File: config.mk
export PLATFORM = sky130hd
export DESIGN_NAME = div_flat
export DESIGN_NICKNAME = d
export VERILOG_FILES = /design/src/rtl/div_pkg.sv /design/src/rtl/div_if.sv /design/src/rtl/div.sv /design/src/flat_wrapper.sv
export SDC_FILE = /design/constraint.sdc
export NUM_CORES = 1
export LEC_CHECK = 0
export CORE_MARGIN = 4
export CORE_UTILIZATION = 55
export DETAILED_ROUTE_END_ITERATION = 8
export PLACE_DENSITY = 0.8
export SYNTH_ARGS = -nofsm -noshare
export SYNTH_HDL_FRONTEND = slang
export SYNTH_SLANG_ARGS = --single-unit
File: constraint.sdc
create_clock -name clk -period 5.6 [get_ports clk]
set_clock_uncertainty 0.1 [all_clocks]
set_input_delay 0.56 -clock clk [delete_from_list [all_inputs] [get_ports clk]]
set_output_delay 0.56 -clock clk [all_outputs]
set_load 0.02 [all_outputs]
File: src/rtl/div_pkg.sv
// Shared state codes and handshake constants for the radix-2 restoring divider.
package div_pkg;

   typedef enum logic [1:0] {
      DivFree   = 2'b00,
      DivByZero = 2'b01,
      DivOn     = 2'b10,
      DivEnd    = 2'b11
   } div_state_e;

   localparam logic DivResultReady    = 1'b1;
   localparam logic DivResultNotReady = 1'b0;
   localparam logic DivStart          = 1'b1;
   localparam logic DivStop           = 1'b0;
   localparam logic DivSigned         = 1'b1;
   localparam logic DivUnsigned       = 1'b0;

endpackage

File: src/rtl/div_if.sv
// Request/response bundle between the execute stage (master) and the divider (slave).
interface div_if #(
   parameter int WIDTH = 32
);
   logic                 signed_div;
   logic [WIDTH-1:0]     opdata1;
   logic [WIDTH-1:0]     opdata2;
   logic                 start;
   logic                 annul;
   logic [2*WIDTH-1:0]   result;
   logic                 ready;

   modport master (
      output signed_div, opdata1, opdata2, start, annul,
      input  result, ready
   );

   modport slave (
      input  signed_div, opdata1, opdata2, start, annul,
      output result, ready
   );
endinterface

File: src/rtl/div.sv
// Multi-cycle restoring divider, one quotient bit per clock; result = {remainder, quotient}.
// Optional DIV_EARLY_OUT_EN: finish on the accepting edge when |divisor| > |dividend|.
//
// state      | meaning
// DivFree    | idle, outputs cleared, waiting for start without annul
// DivByZero  | divisor was zero; next edge publishes a zero result
// DivOn      | shifting/subtracting, one quotient bit per edge
// DivEnd     | result valid, held until start drops or annul
module div
   import div_pkg::*;
#(
   parameter int WIDTH = 32,
   parameter int CNT_W = 6
) (
   input  logic  clk,
   input  logic  rst_n,
   div_if.slave  bus
);

   div_state_e             state;
   logic [CNT_W-1:0]       cnt;
   logic [2*WIDTH:0]       work;
   logic [WIDTH-1:0]       divisor;
   logic                   neg_quo;
   logic                   neg_rem;

   logic                   dvd_neg;
   logic                   dvs_neg;
   logic [WIDTH-1:0]       dvd_mag;
   logic [WIDTH-1:0]       dvs_mag;
   logic [2*WIDTH:0]       shifted;
   logic [WIDTH+1:0]       diff;
   logic                   fits;
   logic [2*WIDTH:0]       work_next;
   logic [WIDTH-1:0]       quo;
   logic [WIDTH-1:0]       rem;
   logic [WIDTH-1:0]       quo_fix;
   logic [WIDTH-1:0]       rem_fix;

   always_comb begin
      dvd_neg = (bus.signed_div == DivSigned) && bus.opdata1[WIDTH-1];
      dvs_neg = (bus.signed_div == DivSigned) && bus.opdata2[WIDTH-1];
      dvd_mag = dvd_neg ? (~bus.opdata1 + WIDTH'(1)) : bus.opdata1;
      dvs_mag = dvs_neg ? (~bus.opdata2 + WIDTH'(1)) : bus.opdata2;

      // Extra top bit of diff acts as the borrow: clear means the divisor fits.
      shifted = {work[2*WIDTH-1:0], 1'b0};
      diff    = {1'b0, shifted[2*WIDTH:WIDTH]} - {2'b00, divisor};
      fits    = ~diff[WIDTH+1];
      work_next = fits ? {diff[WIDTH:0], shifted[WIDTH-1:1], 1'b1} : shifted;

      quo     = work_next[WIDTH-1:0];
      rem     = work_next[2*WIDTH-1:WIDTH];
      quo_fix = neg_quo ? (~quo + WIDTH'(1)) : quo;
      rem_fix = neg_rem ? (~rem + WIDTH'(1)) : rem;
   end

   always_ff @(posedge clk or negedge rst_n) begin
      if (!rst_n) begin
         state      <= DivFree;
         cnt        <= '0;
         work       <= '0;
         divisor    <= '0;
         neg_quo    <= 1'b0;
         neg_rem    <= 1'b0;
         bus.result <= '0;
         bus.ready  <= DivResultNotReady;
      end else begin
         case (state)
            DivFree: begin
               bus.result <= '0;
               bus.ready  <= DivResultNotReady;
               if (bus.start == DivStart && !bus.annul) begin
                  neg_quo <= dvd_neg ^ dvs_neg;
                  neg_rem <= dvd_neg;
                  divisor <= dvs_mag;
                  work    <= {(WIDTH+1)'(0), dvd_mag};
                  cnt     <= '0;
                  if (bus.opdata2 == '0) begin
                     state <= DivByZero;
                  end
`ifdef DIV_EARLY_OUT_EN
                  else if (dvs_mag > dvd_mag) begin
                     state      <= DivEnd;
                     bus.result <= {bus.opdata1, WIDTH'(0)};
                     bus.ready  <= DivResultReady;
                  end
`endif
                  else begin
                     state <= DivOn;
                  end
               end
            end
            DivByZero: begin
               if (bus.annul) begin
                  state <= DivFree;
               end else begin
                  state      <= DivEnd;
                  bus.result <= '0;
                  bus.ready  <= DivResultReady;
               end
            end
            DivOn: begin
               if (bus.annul) begin
                  state      <= DivFree;
                  bus.result <= '0;
                  bus.ready  <= DivResultNotReady;
               end else begin
                  work <= work_next;
                  cnt  <= cnt + CNT_W'(1);
                  if (cnt == CNT_W'(WIDTH-1)) begin
                     state      <= DivEnd;
                     bus.result <= {rem_fix, quo_fix};
                     bus.ready  <= DivResultReady;
                  end
               end
            end
            DivEnd: begin
               if (bus.annul || bus.start == DivStop) begin
                  state      <= DivFree;
                  bus.result <= '0;
                  bus.ready  <= DivResultNotReady;
               end
            end
            default: state <= DivFree;
         endcase
      end
   end

endmodule

File: src/flat_wrapper.sv
// flat-port wrapper written by rule: the top's interface ports become plain ports
module div_flat import div_pkg::*;
#(
   parameter int WIDTH = 32,
   parameter int CNT_W = 6
)
  (clk, rst_n, bus_signed_div, bus_opdata1, bus_opdata2, bus_start, bus_annul, bus_result, bus_ready);
  div_if #(.WIDTH(WIDTH)) bus_i ();
  input  logic clk;
  input  logic rst_n;
  input wire logic [$bits(bus_i.signed_div)-1:0] bus_signed_div;
  input wire logic [$bits(bus_i.opdata1)-1:0] bus_opdata1;
  input wire logic [$bits(bus_i.opdata2)-1:0] bus_opdata2;
  input wire logic [$bits(bus_i.start)-1:0] bus_start;
  input wire logic [$bits(bus_i.annul)-1:0] bus_annul;
  output wire logic [$bits(bus_i.result)-1:0] bus_result;
  output wire logic [$bits(bus_i.ready)-1:0] bus_ready;
  assign bus_i.signed_div = bus_signed_div;
  assign bus_i.opdata1 = bus_opdata1;
  assign bus_i.opdata2 = bus_opdata2;
  assign bus_i.start = bus_start;
  assign bus_i.annul = bus_annul;
  assign bus_result = bus_i.result;
  assign bus_ready = bus_i.ready;
  div #(.WIDTH(WIDTH), .CNT_W(CNT_W)) u_core (.clk(clk), .rst_n(rst_n), .bus(bus_i));
endmodule
==> impl_metrics.toml <==
[timing]
drv_slew = 0
fin_crit_sh_pct = 85.03
setup_viol = 0
tns_ns = 0
fmaxAchievable_mhz = 210.0
tightest_slew_ns = 1.065
rsz0062_at_grt = "no"
layout_min_cycle_time_ns = 4.762
timing.final.hold_violations = 0
timing.slew.headroom_pct = 28.98

[place]
port_buffers = 133
place_hpwl_mm = 27.64
gp_congestion = 0.9948
dpl_cell_area_um2 = 13670

[cts]
cts_resized = 0
cts_tree = "built"
cts.clk_slew.worst_paths_ns = 0.08
cts_hold_buf = 0
ctsHtreeMaxLevel = 4
numCtsBuffers = 17
postCtsSetupBuffers = 0
clk_latency_ns = 0.44
cts_max_path_buffers = 2
cts_root_buf = "clkbuf_16"
clock-sinks = 171

[yosys]
ys_seq_area_share_pct = 34.74
ys_seq_elements = 171
netlist_top_cells_area = "dfrtp_1 35%, o21ai_0 8.1%, nand2_1 7.7%"
syn-num-nets = 1642
synth_async_sr_flop_share_pct = 100.0
synthCells = 1531
yosys.cell_count.top_type = "nand2_1"
ys.flop_type = "dfrtp_1"
yosysTopAreaCellShare_pct = 34.74
ys_top_cells_by_count = "254 x nand2_1, 200 x o21ai_0, 171 x dfrtp_1"
synth.cell_area_um2 = 12320
synth_edf_count = 0
synth_area_per_cell_um2 = 8.045
synth_cell_types = 81
yosysWarnings = 0
yosysTopAreaCell = "dfrtp_1"

[die]
rows = 54
die_h_um = 157.6
dieArea_um2 = 24850
die_w_um = 157.6
core_um2 = 21960
ios = 134
initial_core_util_pct = 56.09

[drt]
ant_nets = 0
routed_wl_mm = 36.42
vias = 11610
route.detailed.drc = 0
wl_per_cell_um = 19.14
drt-pass1-iter-count = 5
vias_per_cell = 6.103
drtIter0Drc = 1178

[finish]
drive_above_1_share_pct = 5.176
nFillCells = 1928
final_cell_area_um2 = 14270
finalNetCount = 1721
antenna_cells = 0
syn_to_final_growth_pct = 15.88

[min_path]
holdCritPathClass = "primary input to asynchronous set/reset pin"

[critical_path]
path_class = "flop to flop"
cp.required_ns = 5.79
arrival_ns = 4.95
cp-start-kind = "flop"
worstPathMaxFanout = 36
endpoint_kind = "flop"

[global_routing]
grt-ovfl-total = 0
met3_usage_pct = 5.495
grt_pass1_vias = 10690
busiest_layer = "met1"
grt.total_usage_pct = 29.75
met1_usage_pct = 46.78
grt_antenna_before_repair = 0
grt_max_degree = 93
grt_pass1_wl_mm = 58.39
grt_use_met2_pct = 42.66

[outcome]
status = "completed"

[flow_run]
maxCapViolCount = 0
through the flow:
step | setup slack (ns) | util (%) | instances | hold WS, ns
3_3_place_gp | 0.9757 | 62.26 | 1871 | 0.3609
6_report | 0.8384 | 65.00 | 1903 | 0.07859
5_1_grt | 0.3590 | 65.00 | 1903 | 0.1659
4_1_cts | 0.8537 | 65.00 | 1903 | 0.1290
3_5_place_dp | 0.8955 | 62.26 | 1871 | 0.3692
2_1_floorplan | 0.7976 | - | 1531 | 0.1644
metal layers:
metal,vias up,share of wire [%]
met5,-,0
met2,469,42
met1,5524,48
met4,0,1.5
met3,44,8.2
li1,5577,-
cell usage in the layout, fill, tap and decap left out, drive strengths merged, types with 16 or more instances in the layout:
| cell | n |
|---|---|
| dfrtp | 171 |
| clkdlybuf4s50 | 132 |
| nand2 | 254 |
| xor2 | 75 |
| or4 | 19 |
| inv | 65 |
| ha | 41 |
| mux2i | 20 |
| clkbuf | 17 |
| o31ai | 36 |
| nor3 | 34 |
| xnor2 | 66 |
| o21ai | 227 |
| o41ai | 17 |
| buf | 16 |
| nor2 | 100 |
| a21oi | 117 |
state kept, by name (all words and copies together), names as in the netlist:
register,count
u_core.neg_rem,1
u_core.state,2
u_core.bus.result,64
u_core.bus.ready,1
u_core.divisor,32
u_core.work,64
u_core.cnt,6
u_core.neg_quo,1
path summary, 6_finish.rpt:
check                                           start                     to  cells after the start  slack, ns
worst max-delay path                  u_core.work[35]  u_core.bus.result[60]                     16       0.84
worst min-delay path                            rst_n  u_core.bus.result[44]                      1       0.08
worst max register to register        u_core.work[35]  u_core.bus.result[60]                     16       0.84
worst min register to register  u_core.bus.result[37]  u_core.bus.result[37]                      2       0.38
max in group asynchronous                       rst_n          u_core.cnt[1]                      2       4.02
min in group clk                u_core.bus.result[37]  u_core.bus.result[37]                      2       0.38
worst max-delay path, stage by stage, from the launching register on:
cell	delay [ns]
dfrtp_1	0.45
ha_1	0.40
o211a_1	0.18
a21boi_1	0.38
o21ai_1	0.15
a211oi_1	0.28
or2_4	0.46
nand2_1	0.09
o21ai_0	0.16
ha_1	0.29
nand2_1	0.14
nor4_1	0.38
a41oi_1	0.16
or3_1	0.46
o31ai_1	0.29
xnor2_1	0.15
o21ai_1	0.07
logic make-up (layout without fill, tap and decap cells):
group	count (synthesis)	in the layout	synth area share (%)
adder cells (fa/ha/maj)	42	42	4.327
AND/OR/NAND/NOR	512	512	18.92
XOR/XNOR	141	141	10.03
buffers and inverters	147	239	5.435
flip-flops	171	171	34.74
AO/OA/AOI/OAI	494	494	24.56
multiplexers	24	24	1.991
cell type report:
type	count	area [um^2]	share of cell area, %
Clock buffer	17	425.4	2.981
Clock inverter	15	176.4	1.236
Inverter	59	221.5	1.552
Multi-Input combinational cell	1213	7375	51.67
Sequential cell	171	4279	29.98
Tap cell	280	350.3	2.455
Timing Repair Buffer	148	1445	10.13
Power is not shown: default switching activity piles up to over one toggle a cycle in this logic, so the estimate is an artifact.
